## src/rtl/sy_pkg.sv

```systemverilog
// Shared definitions for the SY pipeline flush controller.
// Optional WFI sleep support is enabled by defining SY_PPL_CTRL_WFI_EN.
package sy_pkg;

`ifdef SY_PPL_CTRL_WFI_EN
    typedef enum logic [3:0] {
        FSM_RESET     = 4'd0,
        FSM_INIT_PC   = 4'd1,
        FSM_PROC      = 4'd2,
        FSM_RUN       = 4'd3,
        FSM_DRAIN     = 4'd4,
        FSM_MAINT_DC  = 4'd5,
        FSM_MAINT_IC  = 4'd6,
        FSM_MAINT_TLB = 4'd7,
        FSM_SLEEP     = 4'd8
    } sy_ppl_ctrl_fsm_e;
`else
    typedef enum logic [3:0] {
        FSM_RESET     = 4'd0,
        FSM_INIT_PC   = 4'd1,
        FSM_PROC      = 4'd2,
        FSM_RUN       = 4'd3,
        FSM_DRAIN     = 4'd4,
        FSM_MAINT_DC  = 4'd5,
        FSM_MAINT_IC  = 4'd6,
        FSM_MAINT_TLB = 4'd7
    } sy_ppl_ctrl_fsm_e;
`endif

    // Bit positions inside the maint pending vector {tlb, ic, dc}
    localparam int unsigned MAINT_DC_BIT  = 0;
    localparam int unsigned MAINT_IC_BIT  = 1;
    localparam int unsigned MAINT_TLB_BIT = 2;

    // Default PC entered on a debug halt request
    localparam logic [63:0] SY_DBG_HALT_ADDR = 64'h800;

endpackage

```

## src/rtl/sy_ppl_evt_latch.sv

```systemverilog
// Event capture for the flush controller: picks the redirect PC by
// priority, accumulates pending bits and produces the registered kill.
// The sleep pending bit exists only when SY_PPL_CTRL_WFI_EN is defined.
module sy_ppl_evt_latch
    import sy_pkg::*;
#(
    parameter int unsigned     NSTAGE        = 5,
    parameter int unsigned     AWTH          = 64,
    parameter logic [AWTH-1:0] DBG_HALT_ADDR = AWTH'(SY_DBG_HALT_ADDR)
) (
    input  logic              clk,
    input  logic              rst_n,
    input  logic [AWTH-1:0]   boot_addr,
    input  logic              load_boot,
    input  logic              ex_valid,
    input  logic [AWTH-1:0]   trap_vec,
    input  logic              eret,
    input  logic [AWTH-1:0]   epc,
    input  logic              set_debug,
    input  logic              csr_flush,
    input  logic              fencei,
    input  logic              fence,
    input  logic              sfence,
    input  logic [AWTH-1:0]   wb_npc,
`ifdef SY_PPL_CTRL_WFI_EN
    input  logic              wfi,
    input  logic              debug_mode,
    input  logic              clr_sleep,
    output logic              sleep,
`endif
    input  logic              clr_hard,
    input  logic              clr_soft,
    input  logic [2:0]        clr_maint,
    output logic [AWTH-1:0]   pc,
    output logic              excp,
    output logic              xret,
    output logic              dbg,
    output logic              flush,
    output logic [2:0]        maint,
    output logic              evt_any,
    output logic [NSTAGE-1:0] kill
);

    logic            hi_evt;
    logic            lo_evt;
    logic            sleep_set;
    logic [2:0]      maint_set;
    logic [AWTH-1:0] evt_pc;
    logic [AWTH-1:0] pc_reg;
    logic            excp_reg;
    logic            xret_reg;
    logic            dbg_reg;
    logic            flush_reg;
    logic [2:0]      maint_reg;
    logic [NSTAGE-1:0] kill_reg;
`ifdef SY_PPL_CTRL_WFI_EN
    logic            sleep_reg;
`endif

    // Classify this cycle's events and select the redirect target by priority
    always_comb begin
`ifdef SY_PPL_CTRL_WFI_EN
        sleep_set = wfi && !debug_mode && !ex_valid;
`else
        sleep_set = 1'b0;
`endif
        hi_evt    = ex_valid || eret || set_debug;
        lo_evt    = fencei || fence || sfence || csr_flush || sleep_set;
        evt_any   = hi_evt || lo_evt;
        // Fence-type work is dropped when a trap/xret/debug retires alongside it
        maint_set = 3'b000;
        maint_set[MAINT_DC_BIT]  = (fencei || fence) && !hi_evt;
        maint_set[MAINT_IC_BIT]  = fencei && !hi_evt;
        maint_set[MAINT_TLB_BIT] = sfence && !hi_evt;
        if (ex_valid) begin
            evt_pc = trap_vec;
        end else if (eret) begin
            evt_pc = epc;
        end else if (set_debug) begin
            evt_pc = DBG_HALT_ADDR;
        end else begin
            evt_pc = wb_npc;
        end
    end

    // Pending bits: a soft clear still lets same-cycle events through, a hard clear wins over all
    always_ff @(posedge clk) begin
        if (!rst_n) begin
            pc_reg    <= '0;
            excp_reg  <= 1'b0;
            xret_reg  <= 1'b0;
            dbg_reg   <= 1'b0;
            flush_reg <= 1'b0;
            maint_reg <= 3'b000;
            kill_reg  <= '0;
`ifdef SY_PPL_CTRL_WFI_EN
            sleep_reg <= 1'b0;
`endif
        end else begin
            kill_reg <= {NSTAGE{evt_any}};
            // A late low-priority event must not overwrite an outstanding trap-class target
            if (hi_evt || (lo_evt && !((excp_reg || xret_reg || dbg_reg) && !clr_soft))) begin
                pc_reg <= evt_pc;
            end else if (load_boot) begin
                pc_reg <= boot_addr;
            end
            if (clr_hard) begin
                excp_reg  <= 1'b0;
                xret_reg  <= 1'b0;
                dbg_reg   <= 1'b0;
                flush_reg <= 1'b0;
                maint_reg <= 3'b000;
            end else begin
                excp_reg  <= (excp_reg && !clr_soft) || ex_valid;
                xret_reg  <= (xret_reg && !clr_soft) || eret;
                dbg_reg   <= (dbg_reg && !clr_soft) || set_debug;
                flush_reg <= (flush_reg && !clr_soft) || (lo_evt && !sleep_set && !hi_evt)
                             || (!hi_evt && (fencei || fence || sfence || csr_flush));
                maint_reg <= (maint_reg & ~(clr_maint | {3{clr_soft}})) | maint_set;
            end
`ifdef SY_PPL_CTRL_WFI_EN
            if (clr_hard) begin
                sleep_reg <= 1'b0;
            end else begin
                sleep_reg <= (sleep_reg && !clr_soft && !clr_sleep) || sleep_set;
            end
`endif
        end
    end

    assign pc    = pc_reg;
    assign excp  = excp_reg;
    assign xret  = xret_reg;
    assign dbg   = dbg_reg;
    assign flush = flush_reg;
    assign maint = maint_reg;
    assign kill  = kill_reg;
`ifdef SY_PPL_CTRL_WFI_EN
    assign sleep = sleep_reg;
`endif

endmodule

```

## src/rtl/sy_ppl_flush_ctrl.sv

```systemverilog
// Pipeline flush / redirect / maintenance sequencer for the SY core.
// Drains the pipeline, issues kills and fetch redirects, runs cache and
// TLB maintenance handshakes and bounds draining with a watchdog.
// WFI sleep support is compiled in when SY_PPL_CTRL_WFI_EN is defined.
module sy_ppl_flush_ctrl
    import sy_pkg::*;
#(
    parameter int unsigned     NSTAGE        = 5,
    parameter int unsigned     NFU           = 2,
    parameter int unsigned     AWTH          = 64,
    parameter int unsigned     DRAIN_TO      = 256,
    parameter logic [AWTH-1:0] DBG_HALT_ADDR = AWTH'(SY_DBG_HALT_ADDR)
) (
    input  logic              clk_i,
    input  logic              rst_i,
    input  logic [AWTH-1:0]   boot_addr_i,
    input  logic              ctrl_reset_i,
    input  logic              ctrl_halt_i,
    input  logic [NSTAGE-1:0] stage_act_i,
    input  logic [NFU-1:0]    fu_act_i,
    output logic [NSTAGE-1:0] kill_o,
    output logic              fet_act_o,
    output logic              fet_set_en_o,
    output logic [AWTH-1:0]   fet_set_npc_o,
    output logic              flush_bp_o,
    input  logic              csr_ex_valid_i,
    input  logic [AWTH-1:0]   csr_trap_vec_i,
    input  logic              csr_eret_i,
    input  logic [AWTH-1:0]   csr_epc_i,
    input  logic              csr_set_debug_i,
    input  logic              csr_flush_i,
    input  logic              alu_fencei_i,
    input  logic              alu_fence_i,
    input  logic              alu_sfence_i,
    input  logic [AWTH-1:0]   alu_wb_npc_i,
    output logic              icache_flush_o,
    output logic              dcache_flush_o,
    input  logic              dcache_flush_ack_i,
    output logic              tlb_flush_o,
    input  logic              tlb_flush_ack_i,
`ifdef SY_PPL_CTRL_WFI_EN
    input  logic              alu_wfi_i,
    input  logic              csr_wfi_wakeup_i,
    input  logic              csr_debug_mode_i,
`endif
    output logic              stat_sleep_o,
    output logic              stat_drain_err_o
);

    localparam int unsigned CW = (DRAIN_TO > 2) ? $clog2(DRAIN_TO) : 1;

    sy_ppl_ctrl_fsm_e state_reg;
    logic [CW-1:0]    wd_cnt_reg;
    logic             set_en_reg;
    logic [AWTH-1:0]  set_npc_reg;
    logic             flush_bp_reg;
    logic             icache_reg;
    logic             dcache_reg;
    logic             tlb_reg;
    logic             drain_err_reg;

    logic [AWTH-1:0]  pc;
    logic             excp;
    logic             xret;
    logic             dbg;
    logic             flush;
    logic [2:0]       maint;
    logic             evt_any;
    logic             pend_any;
    logic             only_sleep;
    logic             idle;
    logic             clr_soft;
    logic [2:0]       clr_maint;
    logic             load_boot;
    logic             sleep;
    logic             clr_sleep;

    sy_ppl_evt_latch #(
        .NSTAGE        (NSTAGE),
        .AWTH          (AWTH),
        .DBG_HALT_ADDR (DBG_HALT_ADDR)
    ) u_evt_latch (
        .clk        (clk_i),
        .rst_n      (rst_i),
        .boot_addr  (boot_addr_i),
        .load_boot  (load_boot),
        .ex_valid   (csr_ex_valid_i),
        .trap_vec   (csr_trap_vec_i),
        .eret       (csr_eret_i),
        .epc        (csr_epc_i),
        .set_debug  (csr_set_debug_i),
        .csr_flush  (csr_flush_i),
        .fencei     (alu_fencei_i),
        .fence      (alu_fence_i),
        .sfence     (alu_sfence_i),
        .wb_npc     (alu_wb_npc_i),
`ifdef SY_PPL_CTRL_WFI_EN
        .wfi        (alu_wfi_i),
        .debug_mode (csr_debug_mode_i),
        .clr_sleep  (clr_sleep),
        .sleep      (sleep),
`endif
        .clr_hard   (ctrl_reset_i),
        .clr_soft   (clr_soft),
        .clr_maint  (clr_maint),
        .pc         (pc),
        .excp       (excp),
        .xret       (xret),
        .dbg        (dbg),
        .flush      (flush),
        .maint      (maint),
        .evt_any    (evt_any),
        .kill       (kill_o)
    );

`ifndef SY_PPL_CTRL_WFI_EN
    assign sleep = 1'b0;
`endif

    // Decode pending-bit clears and PC boot load from the current state
    always_comb begin
        idle       = (stage_act_i == '0) && (fu_act_i == '0);
        pend_any   = excp || xret || dbg || flush || (maint != 3'b000) || sleep;
        only_sleep = sleep && !excp && !xret && !dbg && !flush;
        load_boot  = (state_reg == FSM_INIT_PC);
        clr_soft   = (state_reg == FSM_PROC) && !ctrl_halt_i && (maint == 3'b000) && !only_sleep;
        clr_sleep  = (state_reg == FSM_PROC) && !ctrl_halt_i && (maint == 3'b000) && only_sleep;
        clr_maint  = 3'b000;
        clr_maint[MAINT_DC_BIT]  = (state_reg == FSM_MAINT_DC) && dcache_flush_ack_i;
        clr_maint[MAINT_IC_BIT]  = (state_reg == FSM_MAINT_IC);
        clr_maint[MAINT_TLB_BIT] = (state_reg == FSM_MAINT_TLB) && tlb_flush_ack_i;
    end

    // Controller FSM with registered redirect, flush and maintenance outputs
    always_ff @(posedge clk_i) begin
        if (!rst_i) begin
            state_reg     <= FSM_RESET;
            wd_cnt_reg    <= '0;
            set_en_reg    <= 1'b0;
            set_npc_reg   <= '0;
            flush_bp_reg  <= 1'b0;
            icache_reg    <= 1'b0;
            dcache_reg    <= 1'b0;
            tlb_reg       <= 1'b0;
            drain_err_reg <= 1'b0;
        end else begin
            set_en_reg   <= 1'b0;
            flush_bp_reg <= 1'b0;
            icache_reg   <= 1'b0;
            wd_cnt_reg   <= '0;
            if (ctrl_reset_i) begin
                state_reg  <= FSM_RESET;
                dcache_reg <= 1'b0;
                tlb_reg    <= 1'b0;
            end else begin
                case (state_reg)
                    FSM_RESET: begin
                        if (idle) begin
                            state_reg    <= FSM_INIT_PC;
                            flush_bp_reg <= 1'b1;
                        end
                    end
                    FSM_INIT_PC: begin
                        state_reg <= FSM_PROC;
                    end
                    FSM_PROC: begin
                        if (!ctrl_halt_i) begin
                            if (maint != 3'b000) begin
                                set_en_reg  <= 1'b1;
                                set_npc_reg <= pc;
                                if (maint[MAINT_DC_BIT]) begin
                                    state_reg  <= FSM_MAINT_DC;
                                    dcache_reg <= 1'b1;
                                end else if (maint[MAINT_IC_BIT]) begin
                                    state_reg  <= FSM_MAINT_IC;
                                    icache_reg <= 1'b1;
                                end else begin
                                    state_reg <= FSM_MAINT_TLB;
                                    tlb_reg   <= 1'b1;
                                end
`ifdef SY_PPL_CTRL_WFI_EN
                            end else if (only_sleep) begin
                                state_reg <= FSM_SLEEP;
`endif
                            end else begin
                                set_en_reg   <= 1'b1;
                                set_npc_reg  <= pc;
                                state_reg    <= FSM_RUN;
                                flush_bp_reg <= excp || xret;
                            end
                        end
                    end
                    FSM_RUN: begin
                        if (ctrl_halt_i || evt_any || pend_any) begin
                            state_reg <= FSM_DRAIN;
                        end
                    end
                    FSM_DRAIN: begin
                        // A clean drain wins; only a stuck pipeline trips the watchdog
                        if (idle) begin
                            state_reg <= FSM_PROC;
                        end else if (wd_cnt_reg == CW'(DRAIN_TO - 1)) begin
                            state_reg     <= FSM_PROC;
                            drain_err_reg <= 1'b1;
                        end else begin
                            wd_cnt_reg <= wd_cnt_reg + 1'b1;
                        end
                    end
                    FSM_MAINT_DC: begin
                        if (dcache_flush_ack_i) begin
                            dcache_reg <= 1'b0;
                            state_reg  <= FSM_PROC;
                        end
                    end
                    FSM_MAINT_IC: begin
                        state_reg <= FSM_PROC;
                    end
                    FSM_MAINT_TLB: begin
                        if (tlb_flush_ack_i) begin
                            tlb_reg   <= 1'b0;
                            state_reg <= FSM_PROC;
                        end
                    end
`ifdef SY_PPL_CTRL_WFI_EN
                    FSM_SLEEP: begin
                        if (csr_wfi_wakeup_i || csr_ex_valid_i) begin
                            state_reg <= FSM_PROC;
                        end
                    end
`endif
                    default: begin
                        state_reg <= FSM_RESET;
                    end
                endcase
            end
        end
    end

    assign fet_act_o        = (state_reg == FSM_RUN);
    assign fet_set_en_o     = set_en_reg;
    assign fet_set_npc_o    = set_npc_reg;
    assign flush_bp_o       = flush_bp_reg;
    assign icache_flush_o   = icache_reg;
    assign dcache_flush_o   = dcache_reg;
    assign tlb_flush_o      = tlb_reg;
    assign stat_drain_err_o = drain_err_reg;
`ifdef SY_PPL_CTRL_WFI_EN
    assign stat_sleep_o     = (state_reg == FSM_SLEEP);
`else
    assign stat_sleep_o     = 1'b0;
`endif

endmodule

```

## config.mk

```make
export PLATFORM = sky130hd
export DESIGN_NAME = sy_ppl_flush_ctrl
export DESIGN_NICKNAME = d
export VERILOG_FILES = /design/src/rtl/sy_pkg.sv /design/src/rtl/sy_ppl_evt_latch.sv /design/src/rtl/sy_ppl_flush_ctrl.sv
export SDC_FILE = /design/constraint.sdc
export NUM_CORES = 1
export LEC_CHECK = 0
export CELL_PAD_IN_SITES_DETAIL_PLACEMENT = 0
export CELL_PAD_IN_SITES_GLOBAL_PLACEMENT = 2
export CORE_MARGIN = 5
export CORE_UTILIZATION = 26
export DETAILED_ROUTE_END_ITERATION = 12
export PLACE_DENSITY = 0.95
export SLEW_MARGIN = 20
export SYNTH_ARGS = -nofsm -noshare
export SYNTH_HDL_FRONTEND = slang
export SYNTH_HIERARCHICAL = 1
export SYNTH_SLANG_ARGS = --single-unit
```

## constraint.sdc

```tcl
create_clock -name clk_i -period 3.4 [get_ports clk_i]
set_input_delay 0.51 -clock clk_i [delete_from_list [all_inputs] [get_ports clk_i]]
set_output_delay 0.51 -clock clk_i [all_outputs]
set_load 0.005 [all_outputs]
```

==> results.env <==
DETAIL_ROUTE.WIRELENGTH_MM=30.96
CRIT_PATH_MAX_FANOUT=27
VIA_PER_INST=4.733
TIMING.CRITICAL_PATH.BUF_INV=2
SYNTH-MAIN-FF-CELL='sky130_fd_sc_hd__dfxtp_1'
TOTAL_OF_MAX_CAP_VIOLATIONS=0
NUMBER_OF_BUFFERS_ADDED_FOR_SETUP_AFTER_CTS=0
POWER.DENSITY_mW_PER_MM2=368.0
COREAREA_MM2=0.03245
CTS.SINKS=153
DIE_W_UM=191.0
SYNTH-EDFF-COUNT=0
CTS_BUFFER_COUNT=17
FINAL.HOLD.WORST_SLACK_NS=0.4456
FIN_CELLS=1745
GP_CONGESTION=0.8108
WORSTPATHCELLLIST='or4b_1 -> nor2b_1 -> inv_1 -> a21oi_4 -> buf_4 -> o221a_1'
START_UTIL_PCT=26.24
CRITICAL-PATH-MAX-STAGE-DELAY_NS=0.62
FIN_SETUP_TNS_NS=0
OVERALL_OVERFLOW_REMAINING_AFTER_GLOBAL_ROUTE=0
WORSTMARGINPINSLEW_NS=0.8069
WORST_SETUP_PATH_START_KIND='register'
INPUT_OUTPUT_BUFFERS=351
MOST_COMMON_LIBRARY_CELL_IN_THE_LAYOUT_IGNORING_FILL_AND_TAPS='sky130_fd_sc_hd__clkdlybuf4s50_1'
LAYOUT-AREA-OVERHEAD-VS-SYNTH_PCT=49.80
CTS-HOLD-FIX-BUFFERS=0
IR_DROP_V=0.0003052
COMMONEST_NON_FILL_NON_TAP_CELLS_IN_THE_LAYOUT='347 x sky130_fd_sc_hd__clkdlybuf4s50_1, 261 x sky130_fd_sc_hd__nand2_1, 153 x sky130_fd_sc_hd__dfxtp_1'
CHIPHEIGHT_UM=191.0
CLK_PIN_SLEW_WORST_SETUP_HOLD_PATHS_NS=0.07
WORSTHOLDPATHTYPE='reg -> reg'
FINAL.SETUP_SKEW_NS=0.01276
SYNTH.CELL_AREA_MM2=0.008517
POST_ROUTE_CELLS_DRIVE_ABOVE_1_SHARE_PCT=4.758
CTS_HTREE_LEVELS=4
CRITICAL_PATH.SLOWEST_CELL='sky130_fd_sc_hd__or4b_1'
CTS.PATH.MAX_BUFFERS=2
TIMING.FINAL.HOLD_VIOLATIONS=0
BOUNDARYPINS=353
FINAL-MAX-SLEW-VIOLATION-COUNT=0
NUM_ANTENNA_CELLS=0
SETUP.WORST_PATH.CLASS='reg -> reg'
PLACE_AREA_MM2=0.01214
ROUTE.ANTENNA.REMAINING_NETS=0
CP-END-KIND='register'
SYN_AREA_PER_CELL_UM2=8.491
TIMING.RR.START='state_reg[1]'
DRC=0
VIAS=8259
OUTCOME='finished clean'
GRT_USAGE_PCT=16.43
POST-DP-HPWL_MM=21.76
SYNTH_CELL_TYPE_COUNT=55
POST_DRT_WL_PER_CELL_UM=17.74
MAX_FREQ_MHz=374.5
FP-ROW-COUNT=66
CRIT_FAMILY='simple AND/OR/NAND/NOR gates'
FINALINSTANCEAREA_MM2=0.01276
GRT_MAX_DEGREE=81
FIRSTDRTPASSITERS=5
GRT_FIRST_PASS_WIRELENGTH_MM=47.89
FINAL_MIN_PERIOD_OVER_CLOCK_PERIOD_PCT=78.54
FINAL_PERIOD_DEMAND_OF_THE_WORST_PATH_NS=2.670
CRITPATHREQUIREDTIME_NS=3.75
MAPPEDNETLISTNETS=1280
SYNTH_CELLS=1003
DRTITER0DRC=361
POWER.STATIC_LEAKAGE_uW=0.004207
FINAL_SETUP_FAILS=0
WORST_SKEW_PAIR.LATE_LATENCY_NS=0.42
MIN-DELAY-START='u_evt_latch/pc[43]'
FINAL_NET_COUNT=1567
YOSYS_REGISTER_BITS=153
YS_WARN_COUNT=6
FIRST_GLOBAL_VIAS=8447
PLACEDCELLCOUNT=1713
CTS_RESIZED=0
WORST_PATH_ARRIVAL_NS=3.02
RSZ0062_AT_GRT='no'
TIMING.CRITICAL_PATH.FROM='state_reg[1]'
CLOCK-ROOT-BUFFER='sky130_fd_sc_hd__clkbuf_16'
RELSLEWSLACK_PCT=46.21
SYNTH_SEQ_AREA_SHARE_PCT=35.96
DIE_AREA_MM2=0.03648
ASYNC_SET_RESET_FLOP_SHARE_OUT_OF_SYNTHESIS_PCT=0
GRT_ANTENNA_BEFORE_REPAIR=1
TRITONCTS='done'
-- worst paths after layout --
check | slack [ns] | depth (start not counted) | end
worst max register to register | 0.73 | 6 | u_evt_latch/pc[55]
worst min-delay path | 0.45 | 2 | fet_set_npc_o[43]
worst max-delay path | 0.73 | 6 | u_evt_latch/pc[55]
worst min register to register | 0.45 | 2 | fet_set_npc_o[43]
-- stage by stage --
step / total power [uW] / setup slack, ns / utilization [%]
2_1_floorplan: 2287 / 1.096 / -
3_3_place_gp: 2710 / 0.4190 / 37.41
3_5_place_dp: 2716 / 0.3686 / 37.41
4_1_cts: 4764 / 0.7418 / 39.31
5_1_grt: 4914 / 0.4890 / 39.31
6_report: 4696 / 0.7297 / 39.31
-- synth_stat cells, drive strengths merged, types with 9 or more instances --
| library cell | instances | area, um2 |
|---|---|---|
| nor2b | 68 | 425.4 |
| a31oi | 63 | 394.1 |
| buf | 55 | 421.7 |
| nor2 | 22 | 90.09 |
| o221a | 64 | 720.7 |
| mux2i | 67 | 670.6 |
| a21oi | 9 | 48.80 |
| dfxtp | 153 | 3063 |
| nand2 | 261 | 979.7 |
| nor3 | 11 | 66.32 |
| clkbuf | 42 | 161.4 |
| or3b | 63 | 551.8 |
| a21boi | 64 | 480.5 |
-- power by group --
group | internal (uW) | switching, uW
sequential | 1860 | 36.7
combinational | 467 | 306
clock | 1180 | 849
total | 3500 | 1190
-- worst reg2reg max path: cells and delay by family (launching register included) --
kind | cells | cell delay, ns
and+or+nand+nor | 2 | 1.02
DFF | 1 | 0.56
buffers and inverters | 2 | 0.56
AOI/OAI and AO/OA | 2 | 0.47
-- cells by family (layout without fill, tap and decap cells) --
kind of cell / count (synthesis) / in the layout / synth area share, %
AO/OA/AOI/OAI: 217 / 217 / 20.86
other: 1 / 1 / 0.04403
multiplexers: 67 / 67 / 7.874
adder cells (fa/ha/maj): 1 / 1 / 0.1469
flip-flops: 153 / 153 / 35.96
buffers and inverters: 103 / 403 / 7.110
AND/OR/NAND/NOR: 455 / 455 / 27.38
XOR/XNOR: 6 / 6 / 0.6170
-- routing by layer --
| layer | wire [um] | global-route usage [%] | vias to the layer above |
|---|---|---|---|
| met3 | 2141 | 4.492 | 20 |
| met4 | 346 | 3.232 | 2 |
| li1 | - | - | 4129 |
| met1 | 13340 | 20.85 | 3850 |
| met2 | 15120 | 28.16 | 258 |
| met5 | 13 | 0 | - |
-- layout make-up --
class | instances | area, um2
inverter | 6 | 22.52
fill | 3289 | 19700
sequential | 153 | 3063
timing repair buffer | 365 | 3641
multi-input combinational | 747 | 4862
clock buffer | 17 | 425.4
clock inverter | 15 | 191.4
tap | 442 | 553.0
(Power assumes the default switching activity.)
